### src/rtl/regfile_wb_arbiter_pkg.sv
// Shared core constants for the register-file writeback path, plus a small
// modulo-increment helper used by the round-robin pointer.
package regfile_wb_arbiter_pkg;

    localparam int REG_ADDR_W = 5;
    localparam int REG_DATA_W = 32;
    localparam int N_WB_PORTS = 3;

    // Writeback port indices within the requester vectors
    localparam int WB_ALU = 0;
    localparam int WB_LSU = 1;
    localparam int WB_MDU = 2;

    // (idx + 1) mod n, without a divider
    function automatic int wrap_inc(input int idx, input int n);
        return (idx >= n - 1) ? 0 : idx + 1;
    endfunction

endpackage

### src/rtl/regfile_wb_arbiter_rr.sv
// Round-robin arbiter: holds the rotating priority pointer and picks the first
// active request at or after the pointer, wrapping around. Grant is
// combinational; the pointer only moves when the parent reports a transfer.
module rr_arbiter
    import regfile_wb_arbiter_pkg::*;
#(
    parameter int N = 3,
    localparam int PTR_W = (N > 1) ? $clog2(N) : 1
) (
    input  logic             clk,
    input  logic             rst,
    input  logic [N-1:0]     req,
    input  logic             advance,
    input  logic [PTR_W-1:0] advance_idx,
    output logic [N-1:0]     grant,
    output logic [PTR_W-1:0] ptr
);

    logic [PTR_W-1:0] ptr_reg;
    logic             found;
    int               idx;

    // Masked-priority select: scan N slots starting at the pointer
    always_comb begin
        grant = '0;
        found = 1'b0;
        idx   = 0;
        for (int k = 0; k < N; k++) begin
            idx = int'(ptr_reg) + k;
            if (idx >= N) begin
                idx = idx - N;
            end
            if (!found && req[idx]) begin
                grant[idx] = 1'b1;
                found      = 1'b1;
            end
        end
    end

    // Pointer moves to the slot just past the winner, otherwise holds
    always_ff @(posedge clk or posedge rst) begin
        if (rst) begin
            ptr_reg <= '0;
        end else if (advance) begin
            ptr_reg <= PTR_W'(wrap_inc(int'(advance_idx), N));
        end
    end

    assign ptr = ptr_reg;

endmodule

### src/rtl/regfile_wb_arbiter.sv
// Shares the single register-file write port between N_REQ writeback
// requesters. One requester is granted per non-stalled cycle; its write is
// registered and presented to the register file on the following cycle.
// Writes to r0 are acknowledged but never strobed.
module regfile_wb_arbiter
    import regfile_wb_arbiter_pkg::*;
#(
    parameter int DATA_W = REG_DATA_W,
    parameter int ADDR_W = REG_ADDR_W,
    parameter int N_REQ  = N_WB_PORTS,
    localparam int PTR_W = $clog2(N_REQ)
) (
    input  logic                    clk,
    input  logic                    rst,
    input  logic                    stall,
    input  logic [N_REQ-1:0]        req_valid,
    output logic [N_REQ-1:0]        req_ready,
    input  logic [N_REQ*ADDR_W-1:0] req_addr,
    input  logic [N_REQ*DATA_W-1:0] req_data,
    output logic                    rf_wr,
    output logic [ADDR_W-1:0]       rf_addr_wr,
    output logic [DATA_W-1:0]       rf_data_wr,
    output logic [PTR_W-1:0]        rr_ptr_o
);

    logic [N_REQ-1:0]  arb_req;
    logic [N_REQ-1:0]  arb_grant;
    logic [ADDR_W-1:0] addr_arr [N_REQ];
    logic [DATA_W-1:0] data_arr [N_REQ];
    logic [PTR_W-1:0]  sel_idx;
    logic              transfer;
    logic [ADDR_W-1:0] sel_addr;
    logic [DATA_W-1:0] sel_data;

    logic              rf_wr_reg;
    logic [ADDR_W-1:0] rf_addr_reg;
    logic [DATA_W-1:0] rf_data_reg;

    // Unpack the flattened requester buses into per-port arrays
    generate
        for (genvar gi = 0; gi < N_REQ; gi++) begin : g_unpack
            assign addr_arr[gi] = req_addr[gi*ADDR_W +: ADDR_W];
            assign data_arr[gi] = req_data[gi*DATA_W +: DATA_W];
        end
    endgenerate

    // Stall and reset hide all requests, so nothing is granted in those cycles
    assign arb_req = (stall || rst) ? '0 : req_valid;

    rr_arbiter #(
        .N (N_REQ)
    ) u_rr (
        .clk         (clk),
        .rst         (rst),
        .req         (arb_req),
        .advance     (transfer),
        .advance_idx (sel_idx),
        .grant       (arb_grant),
        .ptr         (rr_ptr_o)
    );

    assign req_ready = arb_grant;
    assign transfer  = |arb_grant;

    // One-hot grant to index of the winning requester
    always_comb begin
        sel_idx = '0;
        for (int i = 0; i < N_REQ; i++) begin
            if (arb_grant[i]) begin
                sel_idx = PTR_W'(i);
            end
        end
    end

    assign sel_addr = addr_arr[sel_idx];
    assign sel_data = data_arr[sel_idx];

    // Output register: capture the winner, suppress r0, hold everything on stall
    always_ff @(posedge clk or posedge rst) begin
        if (rst) begin
            rf_wr_reg   <= 1'b0;
            rf_addr_reg <= '0;
            rf_data_reg <= '0;
        end else if (!stall) begin
            if (transfer && (sel_addr != '0)) begin
                rf_wr_reg   <= 1'b1;
                rf_addr_reg <= sel_addr;
                rf_data_reg <= sel_data;
            end else begin
                rf_wr_reg   <= 1'b0;
            end
        end
    end

    assign rf_wr      = rf_wr_reg;
    assign rf_addr_wr = rf_addr_reg;
    assign rf_data_wr = rf_data_reg;

endmodule

### config.mk
export PLATFORM = sky130hd
export DESIGN_NAME = regfile_wb_arbiter
export DESIGN_NICKNAME = d
export VERILOG_FILES = /design/src/rtl/regfile_wb_arbiter_pkg.sv /design/src/rtl/regfile_wb_arbiter_rr.sv /design/src/rtl/regfile_wb_arbiter.sv
export SDC_FILE = /design/constraint.sdc
export NUM_CORES = 1
export LEC_CHECK = 0
export ABC_CLOCK_PERIOD_IN_PS = 4400
export CAP_MARGIN = 5
export CORE_ASPECT_RATIO = 0.7
export CORE_MARGIN = 2
export CORE_UTILIZATION = 38
export DETAILED_ROUTE_END_ITERATION = 10
export GPL_TIMING_DRIVEN = 0
export PLACE_DENSITY = 0.89
export SYNTH_ARGS = -nofsm -noshare
export SYNTH_HDL_FRONTEND = slang
export SYNTH_SLANG_ARGS = --single-unit
### constraint.sdc
create_clock -name clk -period 4.4 [get_ports clk]
set_input_delay 0.66 -clock clk [delete_from_list [all_inputs] [get_ports clk]]
set_output_delay 0.66 -clock clk [all_outputs]
set_load 0.01 [all_outputs]
==> reports/metrics.yaml, run 1 <==
status: "finished, final reports clean"
cp_cell_sequence: "clkdlybuf4s50_1, nor2_1, o21a_1, a21boi_2, nor2_4, inv_2, buf_2, clkbuf_1, clkdlybuf4s50_1"
path_clk_slew_ps: 80
grt_max_degree: 41
rsz0062_at_grt: "no"
io_pins: 160
yosysSeqAreaShare: 0.367
fin_setup_tns_ps: 0
grt_pass1_wl_um: 13600
drc: 0
hold_violations: 0
period_minus_slack_ps: 4030
diodes: 0
cts_tree: "yes"
vias: 2720
max_freq_mhz: 248
synthFlopType: "dfrtp_1"
rows: 25
period_share: 0.915
path_common_cell: "clkdlybuf4s50_1"
cts_root_buf: "clkbuf_8"
cp.required_ps: 3740
die_y_um: 74.9
whs_ps: 484
cts.repair.resized: 0
finalSetupViolCount: 0
track_usage: 0.220
syn_area_mm2: 0.00273
final_cell_mix: "159 x clkdlybuf4s50_1, 40 x dfrtp_1, 35 x a221o_1"
die_w_um: 105
initial_utilization: 0.398
tightest_slew_ps: 815
yosys.area.top_type_share: 0.367
synth_edf_count: 0
yosysTopAreaCell: "dfrtp_1"
start_kind: "input pin"
globalRouteOverflowTotal: 0
placed_area_mm2: 0.00444
clock_sinks: 40
largest_reg_flops: 32
vias_per_cell: 5.45
dr.pass1.iters: 4
cts_max_level: 2
syn_avg_cell_area_um2: 11.5
fin_worst_skew_ps: 12.3
worstSetupPathType: "in2out"
synth_nets: 359
p_leak_nw: 1.99
wire_per_inst_um: 17.6
core_area_mm2: 0.00685
cpPeakStageDelay_ps: 630
drv_slew: 0
cap_violations: 0
ir_worst_vdd_mv: 0.289
path_buf_inv: 5
final_common_cell: "clkdlybuf4s50_1"
syn2layout_area_growth_pct: 66.1
antenna_left: 0
antenna_found_initial: 0
synthArstFlopShare: 1.00
reg2reg_slack_ps: 840
io_buffers: 159
crit_slowest_cell: "clkdlybuf4s50_1"
cts_buffers: 5
critPathTopFamily: "buffers and inverters"
crit_arrival_ps: 3370
power.density_mw_per_mm2: 600
clock_latency_ps: 290
first_global_vias: 2721
yosys_warnings: 0
final_area_mm2: 0.00453
cts_buffer_depth: 2
wl_um: 8800
max_slew_margin: 0.456
ys_ff_latch: 40
syn_inst: 238
synth_area_leaders: "dfrtp_1 37%, mux2_4 15%, a221o_1 13%"
hold_class: "reg2reg"
crit_path_end_kind: "output port"
cts_setup_buffers: 0
crit_fanout: 10
drive_above_1_share: 0.143
fin_nets: 525
yosysUniqueCellTypes: 41
dp_hpwl_um: 6920
total_power_mw: 2.72
drtIter0Drc: 118
cts_hold_buf: 0
die_area_mm2: 0.00789
gp_congestion: 0.865
## metal layers
| metal | up-vias | GRT usage | part of all wire |
|---|---|---|---|
| li1 | 1262 | - | - |
| met1 | 1307 | 0.276 | 0.43 |
| met2 | 142 | 0.385 | 0.48 |
| met3 | 9 | 0.0675 | 0.085 |
| met5 | - | 0 | 0 |
| met4 | 0 | 0.0430 | 0.011 |
## Yosys cell counts (all sizes together) (2+ instances only)
master,number
a21o,2
nand2,4
nor2b,6
nor2,6
dfrtp,40
and3,34
a221oi,2
o21a,2
ha,4
nand2b,3
clkbuf,14
a221o,35
inv,11
o31ai,2
and3b,3
mux2i,5
buf,7
nor3b,2
o21ai,5
mux2,34
## per-stage QoR
stage	util	instances	setup slack, ps
finish	0.662	499	372
global route	0.662	499	138
CTS	0.662	499	388
detailed placement	0.648	491	394
global placement	0.648	491	492
floorplan	-	238	1200
## power by group
| part | switching (mW) | internal (mW) | total (mW) |
|---|---|---|---|
| sequential | 0.119 | 0.564 | 0.683 |
| clock | 0.129 | 0.128 | 0.256 |
| combinational | 0.724 | 1.05 | 1.78 |
## path summary, 6_finish.rpt
check	from	to	cells past startpoint
worst max-delay path	rst	req_ready[2]	9
worst max register to register	u_rr.ptr[0]	rf_data_wr[15]	14
min in group asynchronous	rst	rf_wr	2
max in group asynchronous	rst	rf_data_wr[6]	2
worst min-delay path	rf_wr	rf_wr	1
worst min register to register	rf_wr	rf_wr	1
## kinds of logic after synthesis
family                     share of synthesized area
buffers and inverters                         0.0587
and+or+nand+nor                                0.149
AOI/OAI and AO/OA                              0.210
DFF                                            0.367
adders and majority gates                     0.0183
muxes                                          0.197
## area by class of cell
type | count | area [um2]
Clock inverter | 1 | 7.51
Inverter | 11 | 41.3
Clock buffer | 7 | 86.3
Multi-Input combinational cell | 166 | 1570
Sequential cell | 40 | 1000
Timing Repair Buffer | 159 | 1590
Buffer | 21 | 119
Tap cell | 94 | 118
Fill cell | 542 | 2320
No activity file was read; power rests on OpenSTA's default activity.
==> run 2: changes to the inputs <==
- PLACE_DENSITY: 0.89 -> 0.81
- SLEW_MARGIN: unset -> 20
- TNS_END_PERCENT: unset -> 1
==> reports/metrics.yaml, run 2 (synthesis gave the netlist of run 1 again) <==
start_kind: "input pin"
track_usage: 0.226
antenna_found_initial: 0
cts_max_level: 2
r2r-start: "u_rr.ptr[0]"
hold_class: "reg2reg"
cts_tree: "yes"
reg2reg_slack_ps: 720
crit_slowest_cell: "clkdlybuf4s50_1"
grt_pass1_wl_um: 14000
cap_violations: 0
die_y_um: 74.9
cts_hold_buf: 0
syn2layout_area_growth_pct: 66.8
dr.pass1.iters: 4
diodes: 0
seq_area_mm2: 0.00100
drv_slew: 0
max_slew_margin: 0.652
vias: 2683
io_buffers: 159
path_clk_slew_ps: 80
cpPeakStageDelay_ps: 640
core_area_mm2: 0.00685
die_area_mm2: 0.00789
drtIter0Drc: 95
status: "finished, final reports clean"
tightest_slew_ps: 521
worstRegToRegCells: 14
p_seq_frac: 0.250
fin_worst_skew_ps: 3.71
cp_cell_sequence: "clkdlybuf4s50_1, nor2_1, o21a_1, a21boi_2, nor2_4, inv_2, buf_2, clkbuf_1, clkdlybuf4s50_1"
cp-startpoint: "rst"
clock_sinks: 40
cts_root_buf: "clkbuf_8"
worstSetupPathType: "in2out"
fillers: 560
vias_per_cell: 5.37
power.density_mw_per_mm2: 598
final_area_mm2: 0.00455
antenna_left: 0
final_common_cell: "clkdlybuf4s50_1"
power_frac_comb: 0.656
first_global_vias: 2846
initial_utilization: 0.398
endpoint: "req_ready[2]"
hold_violations: 0
crit_arrival_ps: 3520
max_freq_mhz: 239
rsz0062_at_grt: "no"
period_share: 0.951
io_pins: 160
dp_hpwl_um: 6860
cts_buffers: 5
crit_fanout: 10
cts_buffer_depth: 2
p_switching_mw: 0.974
drive_above_1_share: 0.145
clockPowerShare: 0.095
grt_max_degree: 26
wl_um: 8960
clock_latency_ps: 290
final_cell_mix: "159 x clkdlybuf4s50_1, 40 x dfrtp_1, 35 x a221o_1"
largest_reg_flops: 32
die_w_um: 105
cts_setup_buffers: 0
placed_area_mm2: 0.00446
p_leak_nw: 2.00
path_common_cell: "clkdlybuf4s50_1"
crit_path_end_kind: "output port"
multi_input_area_mm2: 0.00157
cell_internal_pwr_mw: 1.75
gp_congestion: 0.838
drc: 0
fin_setup_tns_ps: 0
cts.repair.resized: 0
globalRouteOverflowTotal: 0
period_minus_slack_ps: 4180
r2r_end: "rf_data_wr[26]"
cp.required_ps: 3740
finalSetupViolCount: 0
rows: 25
wire_per_inst_um: 17.9
fin_nets: 526
ir_worst_vdd_mv: 0.279
p_sw_frac: 0.358
run 2: changes by cell type in the layout (fill, tap and decap cells not counted):
cell | previous run | this run
buf_12 | 0 | 1
run 2: per-layer routing:
| metal | wire length, um | track usage |
|---|---|---|
| met5 | 0 | 0 |
| met4 | 29 | 0.0415 |
| met3 | 711 | 0.0675 |
| met2 | 4360 | 0.407 |
| met1 | 3860 | 0.277 |
run 2: worst min-delay path by stage:
stage          start  slack [ps]  depth (start not counted)  endpoint
2_1_floorplan  rf_wr         520                          1     rf_wr
3_3_place_gp   rf_wr         470                          1     rf_wr
3_5_place_dp   rf_wr         470                          1     rf_wr
4_1_cts        rf_wr         500                          1     rf_wr
5_1_grt        rf_wr         520                          1     rf_wr
6_report       rf_wr         490                          1     rf_wr
run 2: layout make-up:
cell class,instances,area share
sequential,40,0.220
clock inverter,1,0.00165
clock buffer,7,0.0190
timing repair buffer,160,0.354
inverter,11,0.00907
buffer,21,0.0261
tap,94,0.0258
multi-input combinational,166,0.344
run 2: worst max-delay path: cells and delay by family:
kind | cells | cell delay [ps]
buffers and inverters | 5 | 1830
AOI/OAI and AO/OA | 2 | 550
and+or+nand+nor | 2 | 480
run 2: power by group through the flow:
stage / Combinational (mW) / Clock (mW) / Sequential [mW]
floorplan: 0.999 / 0 / 0.760
global placement: 1.74 / 0 / 0.678
detailed placement: 1.79 / 0 / 0.680
CTS: 1.79 / 0.267 / 0.681
global route: 1.90 / 0.285 / 0.704
finish: 1.78 / 0.257 / 0.680
run 2: per-stage QoR:
| stage | total power [mW] | hold slack (ps) | instances | setup WS, ps | utilization |
|---|---|---|---|---|---|
| global placement | 2.42 | 471 | 491 | 356 | 0.648 |
| detailed placement | 2.47 | 473 | 492 | 221 | 0.651 |
| CTS | 2.74 | 496 | 500 | 218 | 0.664 |
| floorplan | 1.76 | 521 | 238 | 1200 | - |
| global route | 2.89 | 523 | 500 | 83.0 | 0.664 |
| finish | 2.72 | 492 | 500 | 217 | 0.664 |
